$ cat config.mk
export PLATFORM = sky130hd
export DESIGN_NAME = acq_scheduler
export DESIGN_NICKNAME = d
export VERILOG_FILES = /design/src/rtl/acq_scheduler.sv
export SDC_FILE = /design/constraint.sdc
export NUM_CORES = 1
export LEC_CHECK = 0
export ABC_AREA = 1
export CELL_PAD_IN_SITES_DETAIL_PLACEMENT = 1
export CELL_PAD_IN_SITES_GLOBAL_PLACEMENT = 2
export CORE_MARGIN = 4
export CORE_UTILIZATION = 28
export DETAILED_ROUTE_END_ITERATION = 8
export PLACE_DENSITY_LB_ADDON = 0.05
export SYNTH_ARGS = -nofsm -noshare
export SYNTH_HDL_FRONTEND = slang
export SYNTH_SLANG_ARGS = --single-unit
$ cat constraint.sdc
create_clock -name clk -period 6.7 [get_ports clk]
set_input_delay 1.005 -clock clk [delete_from_list [all_inputs] [get_ports clk]]
set_output_delay 1.005 -clock clk [all_outputs]
set_load 0.05 [all_outputs]
$ cat src/rtl/acq_scheduler.sv
// Round-robin acquisition scheduler: drains per-channel FWFT sample queues into tagged byte packets.
// Optional checksum trailer is enabled by defining ACQ_SCHEDULER_CHECKSUM_EN.
module acq_scheduler #(
  parameter int NCH = 5,
  parameter int DW  = 12
) (
  input  logic              clk,
  input  logic              rst_n,
  input  logic [NCH-1:0]    en_mask,
  input  logic [NCH*DW-1:0] in_data,
  input  logic [NCH-1:0]    em,
  output logic [NCH-1:0]    pp,
  input  logic              full_write,
  output logic [7:0]        out_write,
  output logic              ld_write,
  output logic              busy,
  output logic [15:0]       pkt_cnt
);

  localparam int CW = (NCH > 1) ? $clog2(NCH) : 1;
  localparam logic [CW-1:0] LAST_CH = CW'(NCH - 1);
  localparam logic [CW:0]   NCH_W   = (CW + 1)'(NCH);
  localparam bit HAS_HI = (DW > 8);

  typedef enum logic [2:0] {
    IDLE    = 3'd0,
    HDR     = 3'd1,
    DATA_HI = 3'd2,
    DATA_LO = 3'd3
`ifdef ACQ_SCHEDULER_CHECKSUM_EN
    ,
    CSUM    = 3'd4
`endif
  } state_t;

  state_t        state;
  logic [CW-1:0] ptr;
  logic [CW-1:0] ch_q;
  logic [DW-1:0] sample_q;
  logic [15:0]   cnt_q;

  logic [NCH-1:0] cand;
  logic           found;
  logic [CW-1:0]  gnt;
  logic [CW:0]    sum;
  logic [DW-1:0]  sel_sample;
  logic [7:0]     hdr_byte;
  logic [7:0]     hi_byte;
  logic [7:0]     lo_byte;

  assign cand    = en_mask & ~em;
  assign pkt_cnt = cnt_q;

  // Scan from ptr upward, wrapping at NCH; the first candidate met wins.
  always_comb begin
    found = 1'b0;
    gnt   = '0;
    sum   = '0;
    for (int k = 0; k < NCH; k++) begin
      sum = {1'b0, ptr} + (CW + 1)'(k);
      if (sum >= NCH_W) sum = sum - NCH_W;
      if (!found && cand[sum[CW-1:0]]) begin
        found = 1'b1;
        gnt   = sum[CW-1:0];
      end
    end
  end

  always_comb begin
    sel_sample = '0;
    for (int k = 0; k < NCH; k++) begin
      if (gnt == CW'(k)) sel_sample = in_data[k*DW +: DW];
    end
  end

  assign hdr_byte = {3'(ch_q) + 3'd1, 5'b00000};
  assign hi_byte  = 8'(sample_q >> 8);
  assign lo_byte  = 8'(sample_q);

  always_ff @(posedge clk or negedge rst_n) begin
    if (!rst_n) begin
      state     <= IDLE;
      ptr       <= '0;
      ch_q      <= '0;
      sample_q  <= '0;
      cnt_q     <= '0;
      pp        <= '0;
      ld_write  <= 1'b0;
      out_write <= 8'h00;
      busy      <= 1'b0;
    end else begin
      pp       <= '0;
      ld_write <= 1'b0;
      case (state)
        IDLE: begin
          if (found) begin
            sample_q <= sel_sample;
            ch_q     <= gnt;
            pp       <= NCH'(1) << gnt;
            busy     <= 1'b1;
            ptr      <= (gnt == LAST_CH) ? '0 : gnt + CW'(1);
            state    <= HDR;
          end
        end
        HDR: begin
          if (!full_write) begin
            out_write <= hdr_byte;
            ld_write  <= 1'b1;
            state     <= HAS_HI ? DATA_HI : DATA_LO;
          end
        end
        DATA_HI: begin
          if (!full_write) begin
            out_write <= hi_byte;
            ld_write  <= 1'b1;
            state     <= DATA_LO;
          end
        end
        DATA_LO: begin
          if (!full_write) begin
            out_write <= lo_byte;
            ld_write  <= 1'b1;
`ifdef ACQ_SCHEDULER_CHECKSUM_EN
            state     <= CSUM;
`else
            state     <= IDLE;
            busy      <= 1'b0;
            cnt_q     <= cnt_q + 16'd1;
`endif
          end
        end
`ifdef ACQ_SCHEDULER_CHECKSUM_EN
        CSUM: begin
          // hi_byte is zero when DW<=8, so it drops out of the XOR naturally.
          if (!full_write) begin
            out_write <= hdr_byte ^ hi_byte ^ lo_byte;
            ld_write  <= 1'b1;
            state     <= IDLE;
            busy      <= 1'b0;
            cnt_q     <= cnt_q + 16'd1;
          end
        end
`endif
        default: state <= IDLE;
      endcase
    end
  end

endmodule

; ---- Yosys cells after proc, flatten, opt, wreduce, memory -nomap -nowiden
; Cells that the tools add are included.
; Widths: inputs -> output; s select.
[op_classes]
bitwise_logic = 3
eq_ne = 11
n_mul = 0
magnitude_cmp = 10
n_shift = 1
mux = 47
div_mod_pow = 0
add_sub_neg = 12
reduce_logical = 18
[op_table]
columns = cell, count
row1 = $mux 12, 5
row2 = $mux 3, 15
row3 = $mux 8, 3
row4 = $pmux 8 s3, 1
row5 = $lt 3x4->1 const B, 5
row6 = $add 16x1->16 const B, 1
row7 = $ge 4x3->1 const B, 4
row8 = $bmux 1 s3, 5
row9 = $sub 3x3->3 const B, 5
row10 = $mux 1, 14
row11 = $eq 3x2->1 const B, 4
row12 = $pmux 3 s4, 1
row13 = $mux 5, 2
row14 = $add 3x2->4 const B, 2
row15 = $ne 2x2->1 const B, 4
row16 = $reduce_and 4->1, 2
row17 = $add 3x1->3 const B, 2
row18 = $eq 3x1->1 const B, 2
row19 = $logic_not 3->1, 2
row20 = $and 5x5->5, 1
row21 = $not 5->5, 1
row22 = $shl 1x3->5 const A, 1
row23 = $add 3x1->4 const B, 1
row24 = $add 3x3->4 const B, 1
row25 = 11 further kinds, 18
[totals]
rom_bits = 0
mem_count = 0
latchBits = 0
input_bits = 73
word_cells = 111
reg_bits = 52
output_inout_bits = 31
ramBits = 0

; ---- Longest topological paths before layout
; Gate-level depths: netlist of run 1.
[depth]
word_depth = 23
depth_mapped = 29
ltp_nobuf = 27

; ---- Worst setup path before layout of run 1
; OpenSTA, ideal clock, no wires.
[synth_path]
kind = register to register
start = register ptr[0]
end = register sample_q[10]
setup_ns = 0.116
period_less_slack_ns = 3.717
arrival_ns = 3.601
path_slack_ns = 2.983
required_ns = 6.584
path_buffers = 3
path_stages_with_launch = 27
path_cell_list = dfrtp_1 > buf_6 > inv_4 > ha_1 > inv_1 > fa_1 > inv_1 > nand2_1 > o21ai_0 > nand3_1 > nand2_1 > nand2_1 > nand2_1 > nand4_1 > o21ai_0 > nor2_1 > o22ai_1 > ha_1 > clkbuf_1 > clkbuf_1 > nor2_1 > nand3_1 > nand3_1 > nand2_1 > nand2_1 > nand2_1 > nand2_1
[synth_between]
elab_chain_len = 23
word_cells_on_any_way = 58
classes_between = 9 x add/sub / 5 x order compare / 4 x eq/ne / 30 x mux / 10 x reduce/logical
[synth_rtl]
columns = element, line
row1 = start: declaration, 37  ; logic [CW-1:0] ptr;
row2 = start signal: assignment, 101  ; ptr <= (gnt == LAST_CH) ? '0 : gnt + CW'(1);
row3 = branches (longest 16 deep; another with $add 3x1->4), --
row4 = $mux 3 (*), 62  ; if (!found && cand[sum[CW-1:0]]) begin
row5 = via gnt[0], 44  ; logic [CW-1:0] gnt;
row6 = $logic_not 3->1, 72  ; if (gnt == CW'(k)) sel_sample = in_data[k*DW +: DW];
row7 = $mux 12 (4 in a row), 72
row8 = $mux 12 (*), 72
row9 = end signal: assignment, 97  ; sample_q <= sel_sample;
row10 = end: declaration, 39  ; logic [DW-1:0] sample_q;
; Mark *: on every way through the listed nets, which the timed path passes. The select of a mux whose other input is x is not followed.
; A chain may end at the register's enable or synchronous reset.

; ---- Worst setup path in the final report of run 1
[layout_path]
start = register ptr[0]
end = register sample_q[7]
[layout_between]
elab_chain_len = 23
word_cells_on_any_way = 58
classes_between = 9 x add/sub / 5 x order compare / 4 x eq/ne / 30 x mux / 10 x reduce/logical
[layout_rtl]
columns = element
row1 = branches (longest 23 deep; another with $add 3x1->4)
; Parallel ways; which one is timed is not known. The select of a mux whose other input is x is not followed.

==> impl_metrics.py, run 1 <==
metrics = {
    "outcome": {
        "outcome": "complete, no violations",
    },
    "yosys": {
        "synth-seq-area-share": 0.314,
        "synth_warnings": 0,
        "ys_seq_elements": 51,
        "yosysTopAreaCell": "dfrtp_1",
        "synth_top_family_by_area": "simple AND/OR/NAND/NOR gates",
        "synth_mux_area_frac": 0,
        "synth-xor-area-share": 0.0450,
        "synth_ff_type": "dfrtp_1",
        "synth_fp_nets": 708,
        "ys_top_cells_by_count": "nand2_1, inv_1, nand3_1",
        "async_flop_share": 1.00,
        "synthAdderAreaFrac": 0.0635,
        "syn_area_per_cell_um2": 6.60,
        "synthesis.area_mm2": 0.00406,
        "synth_edf_count": 0,
        "yosys.area_share.simple": 0.368,
        "synth_cells": 615,
        "synth_compound_area_frac": 0.0771,
        "yosys-top-cells-area": "dfrtp_1, nand2_1, nand3_1, inv_1, ha_1",
        "synth.distinct_cells": 39,
        "yosysMostFrequentCell": "nand2_1",
        "synth_top_area_share": 0.314,
    },
    "setup_path": {
        "critical_path_class": "flip-flop to flip-flop",
        "cp-end-kind": "flip-flop",
        "cp.arrival_ps": 5160,
        "reg2reg_depth": 23,
        "crit_path_start_kind": "flip-flop",
        "regToRegSetupSlack_ps": 1720,
        "critPathMaxFanout": 26,
        "worstPathRequired_ps": 6890,
    },
    "die": {
        "core_area_mm2": 0.0140,
        "rows": 43,
        "die_h_um": 128,
        "start_util": 0.289,
        "pin_count": 104,
        "die_x_um": 128,
        "die-area_mm2": 0.0165,
    },
    "grt": {
        "grt_max_degree": 52,
        "grt_util_all_layers": 0.163,
        "grt_pass1_vias": 4331,
        "grt_pass1_wl_mm": 21.7,
        "grt-ovfl-total": 0,
        "antenna_found_initial": 0,
    },
    "clock_network": {
        "cts_buffers": 5,
        "clkTransAtPathRegs_ps": 70,
        "cts_hold_buf": 0,
        "post_cts_buffers": 0,
        "clock_sinks": 51,
        "cts_root_buf": "clkbuf_16",
        "htree_levels": 2,
        "post_cts_resize_count": 0,
        "clock_path_buffers": 2,
        "insertion_delay_ps": 290,
        "tritoncts": "done",
    },
    "detailed_routing": {
        "firstDrtPassIters": 4,
        "vias": 4024,
        "wl_mm": 13.0,
        "maxUsedRoutingLayer": "met4",
        "wl_per_cell_um": 14.7,
        "dr_wl_met2_mm": 6.42,
        "wl_met1_mm": 5.79,
        "drc": 0,
        "dr.first_iter.drc_count": 179,
        "met3_length_um": 553,
        "viasPerCell": 4.54,
        "postRouteAntennaNets": 0,
    },
    "sta": {
        "maxSlewViolCount": 0,
        "max_freq_ghz": 0.201,
        "rsz0062_at_grt": "no",
        "tightestPinTransition_ps": 809,
        "hold_viol_final": 0,
        "finClkSkew_ps": 7.00,
        "fin_crit_sh": 0.743,
        "slew_headroom": 0.461,
        "setup_viol": 0,
        "fin_crit_ps": 4980,
        "setup_tns_ps": 0,
    },
    "finish": {
        "drive_gt1_frac": 0.0566,
        "fin_nets": 799,
        "diodes": 0,
        "syn_to_final_growth_pct": 31.6,
        "finalInstanceArea_mm2": 0.00534,
        "final_core_util": 0.380,
    },
    "job": {
        "drv_cap": 0,
    },
    "min_path": {
        "whs_path_depth": 1,
        "hp-class": "flip-flop to flip-flop",
    },
    "placed_design": {
        "placed_area_mm2": 0.00520,
        "gp_congestion": 0.879,
        "hpwl_mm": 10.6,
        "io_buffers": 103,
    },
}
[through the flow]
step	instances	hold slack (ps)	setup WS, ps
2_1_floorplan	615	449	2980
3_3_place_gp	879	457	1790
3_5_place_dp	879	464	1720
4_1_cts	887	477	1700
5_1_grt	887	501	1120
6_report	887	473	1720
[logic make-up (layout without fill, tap and decap cells)]
family                     count (synthesis)  after routing
AOI/OAI and AO/OA                         56             56
xor gates and xnor gates                  20             20
DFF                                       51             51
and+or+nand+nor                          338            338
buffers and inverters                    130            222
adders and majority gates                 20             20
[placed cells by master, fill, tap and decap left out, types with 2 or more instances in the layout]
master	synthesis	layout
xnor2_1	6	6
xor2_1	13	13
clkdlybuf4s50_1	0	102
nand3_1	79	79
a31oi_1	5	5
nand2_4	3	3
ha_1	19	19
o21ai_0	31	31
clkbuf_16	0	5
dfrtp_1	51	51
a21oi_1	5	5
nor3_1	2	2
nor2_1	45	45
nand2_1	183	183
inv_1	103	103
nand2_2	8	8
o22ai_1	3	3
nand3_2	5	5
nand4_1	7	7
o21ai_1	6	6
inv_2	6	6
[path summary, 6_finish.rpt]
check	from	to
max in group asynchronous	rst_n	pkt_cnt[2]
setup reg to reg	ptr[0]	sample_q[7]
hold reg to reg	pkt_cnt[15]	pkt_cnt[15]
hold / removal	pkt_cnt[15]	pkt_cnt[15]
min in group asynchronous	rst_n	pkt_cnt[6]
setup / recovery	ptr[0]	sample_q[7]
[layout make-up]
class                           instances  area (µm²)
Clock buffer                            6         129
Clock inverter                          2        16.3
Fill cell                            1768        8700
Inverter                              110         415
Multi-Input combinational cell        434        2250
Sequential cell                        51        1280
Tap cell                              180         225
Timing Repair Buffer                  104        1030
[critical path, stage by stage, from the launching register on]
cell,delay (ps)
dfrtp_1,600
inv_4,240
ha_1,190
inv_1,60
fa_1,350
inv_1,120
nand2_1,160
nand2_1,90
o21ai_0,150
nand3_1,130
nand2_1,50
nand2_1,50
nand2_1,90
nand4_1,160
nor2_1,60
nor2_1,130
o21ai_0,110
a21oi_1,360
ha_1,610
nand3_2,560
o21ai_0,410
inv_1,70
nand2_1,80
nand2_1,50
[per-layer routing]
layer | global-route usage | up-vias
met1 | 0.204 | 1851
met4 | 0.0393 | 0
met3 | 0.0311 | 11
met5 | 0 | -
met2 | 0.290 | 77
li1 | - | 2085
[state kept, by name, summed over array words and instances, names as in the netlist, 2 cells and up]
signal	count
ch_q	3
out_write	8
pkt_cnt	16
pp	5
ptr	3
sample_q	12
state	2
Power of run 1 is not shown: default switching activity piles up to over one toggle a cycle in this logic, so the estimate is an artifact.
==> run 2, diff against run 1 <==
Settings changed: CORE_UTILIZATION 28 to 26.
Clock period 6.7 ns to 4.6 ns, I/O delays scaled along.
==> impl_metrics.py, run 2 (same netlist as run 1, synthesis figures left out) <==
metrics = {
    "outcome": {
        "outcome": "complete, no violations",
    },
    "finish": {
        "final_common_cell": "nand2_1",
        "fin_nets": 808,
        "final_cell_mix": "nand2_1, inv_1, clkdlybuf4s50_1, nand3_1, dfrtp_1",
        "fillerInstances": 1944,
        "largest_reg_flops": 16,
        "syn_to_final_growth_pct": 34.4,
        "drive_gt1_frac": 0.0712,
        "diodes": 0,
    },
    "grt": {
        "grt_pass1_vias": 4295,
        "grt_max_degree": 52,
        "grt-ovfl-total": 0,
        "antenna_found_initial": 0,
        "grt_util_all_layers": 0.155,
        "grt_pass1_wl_mm": 22.1,
    },
    "sta": {
        "slew_headroom": 0.541,
        "finClkSkew_ps": 12.4,
        "fin_crit_ps": 4130,
        "rsz0062_at_grt": "no",
        "fin_crit_sh": 0.898,
        "tightestPinTransition_ps": 689,
        "max_freq_ghz": 0.242,
        "setup_viol": 0,
        "maxSlewViolCount": 0,
        "hold_viol_final": 0,
        "setup_tns_ps": 0,
    },
    "clock_network": {
        "tritoncts": "done",
        "insertion_delay_ps": 300,
        "htree_levels": 2,
        "clock_path_buffers": 2,
        "clkTransAtPathRegs_ps": 80,
        "cts_root_buf": "clkbuf_16",
        "cts_buffers": 5,
        "clock_sinks": 51,
    },
    "setup_path": {
        "crit_buf_inv": 5,
        "path_cells": "inv_4 > ha_1 > inv_1 > fa_1 > inv_1 > nand2_1 > o21ai_1 > nand3_1 > nand2_1 > nand2_1 > nand2_1 > nand4_1 > o21ai_0 > nor2_1 > o22ai_1 > ha_1 > ha_1 > clkinvlp_4 > nand2_1 > inv_1 > nand2_1 > nand2_1 > nand2_1 > nand2_1",
        "critical_path_class": "flip-flop to flip-flop",
        "critPathMaxFanout": 13,
        "crit_path_start_kind": "flip-flop",
        "cp-end-kind": "flip-flop",
        "path_delay_family": "simple AND/OR/NAND/NOR gates",
        "slowest_delay_ps": 410,
        "cp.arrival_ps": 4330,
        "worstPathRequired_ps": 4800,
        "cp_slowest_cell": "dfrtp_1",
        "cpMostUsedCell": "nand2_1",
    },
    "placed_design": {
        "hpwl_mm": 10.7,
        "gp_congestion": 0.812,
        "io_buffers": 103,
    },
    "detailed_routing": {
        "dr.first_iter.drc_count": 211,
        "wl_per_cell_um": 14.3,
        "wl_mm": 13.2,
        "drc": 0,
        "viasPerCell": 4.46,
        "postRouteAntennaNets": 0,
        "firstDrtPassIters": 4,
        "vias": 4133,
    },
    "job": {
        "drv_cap": 0,
    },
    "die": {
        "die_x_um": 133,
        "die_h_um": 133,
        "core_area_mm2": 0.0153,
        "rows": 45,
        "die-area_mm2": 0.0177,
        "pin_count": 104,
        "start_util": 0.266,
    },
    "min_path": {
        "hp-class": "flip-flop to flip-flop",
    },
}
[run 2: changes by cell type in the layout (fill, tap and decap cells not counted), sizes merged]
cell	before	now
clkbuf	6	5
clkinv	0	1
buf	2	11
[run 2: metal layers]
layer	track usage	vias to the layer above	share of wire
met5	0	-	0
met4	0.0427	0	0.021
met3	0.0354	17	0.041
met2	0.266	79	0.49
met1	0.194	1934	0.44
li1	-	2103	-
[run 2: path summary, 6_finish.rpt]
check / endpoint / slack (ps) / depth (start not counted) / from
max in group asynchronous: ptr[2] / 3630 / 2 / rst_n
worst min register to register: pkt_cnt[15] / 480 / 1 / pkt_cnt[15]
worst min-delay path: pkt_cnt[15] / 480 / 1 / pkt_cnt[15]
worst max-delay path: sample_q[7] / 470 / 24 / ptr[0]
min in group asynchronous: pkt_cnt[6] / 500 / 2 / rst_n
worst max register to register: sample_q[7] / 470 / 24 / ptr[0]
[run 2: layout make-up]
class	count	area, µm²	share of cell area
clock buffers	5	125	0.0229
repair buffers	113	1100	0.202
clock inverters	3	22.5	0.00413
inverters	110	419	0.0768
well taps	211	264	0.0484
flip-flops and latches	51	1280	0.234
multi-input cells	434	2250	0.412
[run 2: timing repair]
item	4_1_cts	5_1_grt
hold buffers	0	0
resized for setup	0	2
setup buffers	0	0
endpoints found under the setup margin	0	2
[run 2: metrics by stage]
step | util | cells | worst slack, ps | instance area [µm²] | hold slack, ps
CTS | 0.357 | 927 | 375 | 5450 | 480
detailed placement | 0.348 | 919 | 371 | 5300 | 467
finish | 0.358 | 927 | 470 | 5460 | 477
floorplan | - | 615 | 883 | 4060 | 394
global placement | 0.348 | 919 | 397 | 5300 | 456
global route | 0.358 | 927 | 34.5 | 5460 | 497
Power of run 2 is left out for the same reason.
==> run 3, diff against run 2 <==
--- a/config.mk
+++ b/config.mk
@@ -10,5 +10,5 @@
 export CELL_PAD_IN_SITES_GLOBAL_PLACEMENT = 2
 export CORE_MARGIN = 4
-export CORE_UTILIZATION = 26
+export CORE_UTILIZATION = 28
 export DETAILED_ROUTE_END_ITERATION = 8
 export PLACE_DENSITY_LB_ADDON = 0.05
==> constraint.sdc (replaced) <==
create_clock -name clk -period 5.35 [get_ports clk]
set_input_delay 0.8025 -clock clk [delete_from_list [all_inputs] [get_ports clk]]
set_output_delay 0.8025 -clock clk [all_outputs]
set_load 0.005 [all_outputs]
==> impl_metrics.py, run 3 (same netlist as run 1, synthesis figures left out) <==
metrics = {
    "finish": {
        "syn_to_final_growth_pct": 32.0,
        "final_core_util": 0.382,
        "final_cell_mix": "nand2_1, inv_1, clkdlybuf4s50_1, nand3_1, dfrtp_1",
        "diodes": 0,
        "final_common_cell": "nand2_1",
        "ff_latch_area_mm2": 0.00128,
        "largest_reg_flops": 16,
        "multi_input_area_mm2": 0.00225,
        "fin_nets": 801,
        "fillerInstances": 1800,
        "drive_gt1_frac": 0.0592,
    },
    "clock_network": {
        "cts_root_buf": "clkbuf_16",
        "tritoncts": "done",
        "cts_hold_buf": 0,
        "clkTransAtPathRegs_ps": 80,
        "cts_buffers": 5,
        "post_cts_buffers": 0,
        "htree_levels": 2,
        "clock_path_buffers": 2,
        "insertion_delay_ps": 310,
        "clock_sinks": 51,
        "post_cts_resize_count": 0,
    },
    "die": {
        "start_util": 0.289,
        "rows": 43,
        "die_h_um": 128,
        "core_area_mm2": 0.0140,
        "die_x_um": 128,
        "pin_count": 104,
        "die-area_mm2": 0.0165,
    },
    "detailed_routing": {
        "wl_mm": 12.8,
        "drc": 0,
        "vias": 4030,
        "wl_per_cell_um": 14.5,
        "postRouteAntennaNets": 0,
        "viasPerCell": 4.53,
        "firstDrtPassIters": 4,
        "dr.first_iter.drc_count": 137,
    },
    "setup_path": {
        "cp.arrival_ps": 4740,
        "crit_path_start_kind": "flip-flop",
        "critPathMaxFanout": 26,
        "r2r_end": "sample_q[9]",
        "worstPathRequired_ps": 5550,
        "reg2reg_depth": 23,
        "r2r-start": "ptr[0]",
        "cp-end-kind": "flip-flop",
        "critical_path_class": "flip-flop to flip-flop",
        "regToRegSetupSlack_ps": 810,
    },
    "sta": {
        "maxSlewViolCount": 0,
        "setup_viol": 0,
        "rsz0062_at_grt": "no",
        "finClkSkew_ps": 6.93,
        "max_freq_ghz": 0.220,
        "setup_tns_ps": 0,
        "fin_crit_ps": 4540,
        "fin_crit_sh": 0.849,
        "slew_headroom": 0.517,
        "tightestPinTransition_ps": 724,
        "hold_viol_final": 0,
    },
    "placed_design": {
        "io_buffers": 103,
        "gp_congestion": 0.795,
        "hpwl_mm": 10.3,
    },
    "job": {
        "drv_cap": 0,
    },
    "grt": {
        "grt_max_degree": 52,
        "grt_pass1_vias": 4288,
        "grt-ovfl-total": 0,
        "grt_util_all_layers": 0.162,
        "antenna_found_initial": 0,
        "grt_pass1_wl_mm": 21.4,
    },
    "outcome": {
        "outcome": "complete, no violations",
    },
    "min_path": {
        "hold_end": "pkt_cnt[15]",
        "min_from": "pkt_cnt[15]",
        "whs_path_depth": 1,
        "hp-class": "flip-flop to flip-flop",
    },
}
==> run 3: changes by cell type in the layout (fill, tap and decap cells not counted), sizes merged <==
cell    previous run  this run
clkinv             1         0
buf               11         4
clkbuf             5         6
==> run 3: critical path, stage by stage, from the launching register on <==
cell and delay, ps:
dfrtp_1 410, inv_4 140, ha_1 210, inv_1 60, fa_1 370, inv_1 120
nand2_1 160, nand2_1 120, o21ai_0 150, nand3_1 130, nand2_1 60, nand2_1 50
nand2_1 90, nand4_1 180, nor2_1 60, nor2_1 140, o21ai_0 100, a21oi_1 260
ha_1 560, nand3_2 520, o21ai_0 330, inv_1 70, nand2_1 70, nand2_1 50
==> run 3: routing by layer <==
metal  track usage  wire, µm
met5             0         0
met3        0.0378       590
met1         0.201      5600
met2         0.286      6480
met4        0.0350       170
==> run 3: metrics by stage <==
step / worst slack (ps) / cell area [µm²] / instances / hold WS [ps]
floorplan: 1630 / 4060 / 615 / 449
global placement: 840 / 5210 / 881 / 456
detailed placement: 754 / 5210 / 881 / 460
CTS: 721 / 5360 / 889 / 474
global route: 247 / 5360 / 889 / 504
finish: 810 / 5360 / 889 / 471
==> run 3: worst max path at each step <==
stage / startpoint / to / cells after the start
after detailed placement: ptr[0] / sample_q[11] / 23
after floorplan: ptr[0] / sample_q[10] / 26
after global placement: ptr[0] / sample_q[9] / 24
final: ptr[0] / sample_q[9] / 23
after global routing: ptr[0] / sample_q[9] / 23
after CTS: ptr[0] / sample_q[11] / 23
==> run 3: cell type report <==
cell class	count	area share
Multi-Input combinational cell	434	0.419
Sequential cell	51	0.238
Timing Repair Buffer	106	0.196
Inverter	110	0.0775
Tap cell	180	0.0420
Clock buffer	6	0.0241
Clock inverter	2	0.00304
Power of run 3 is left out for the same reason.
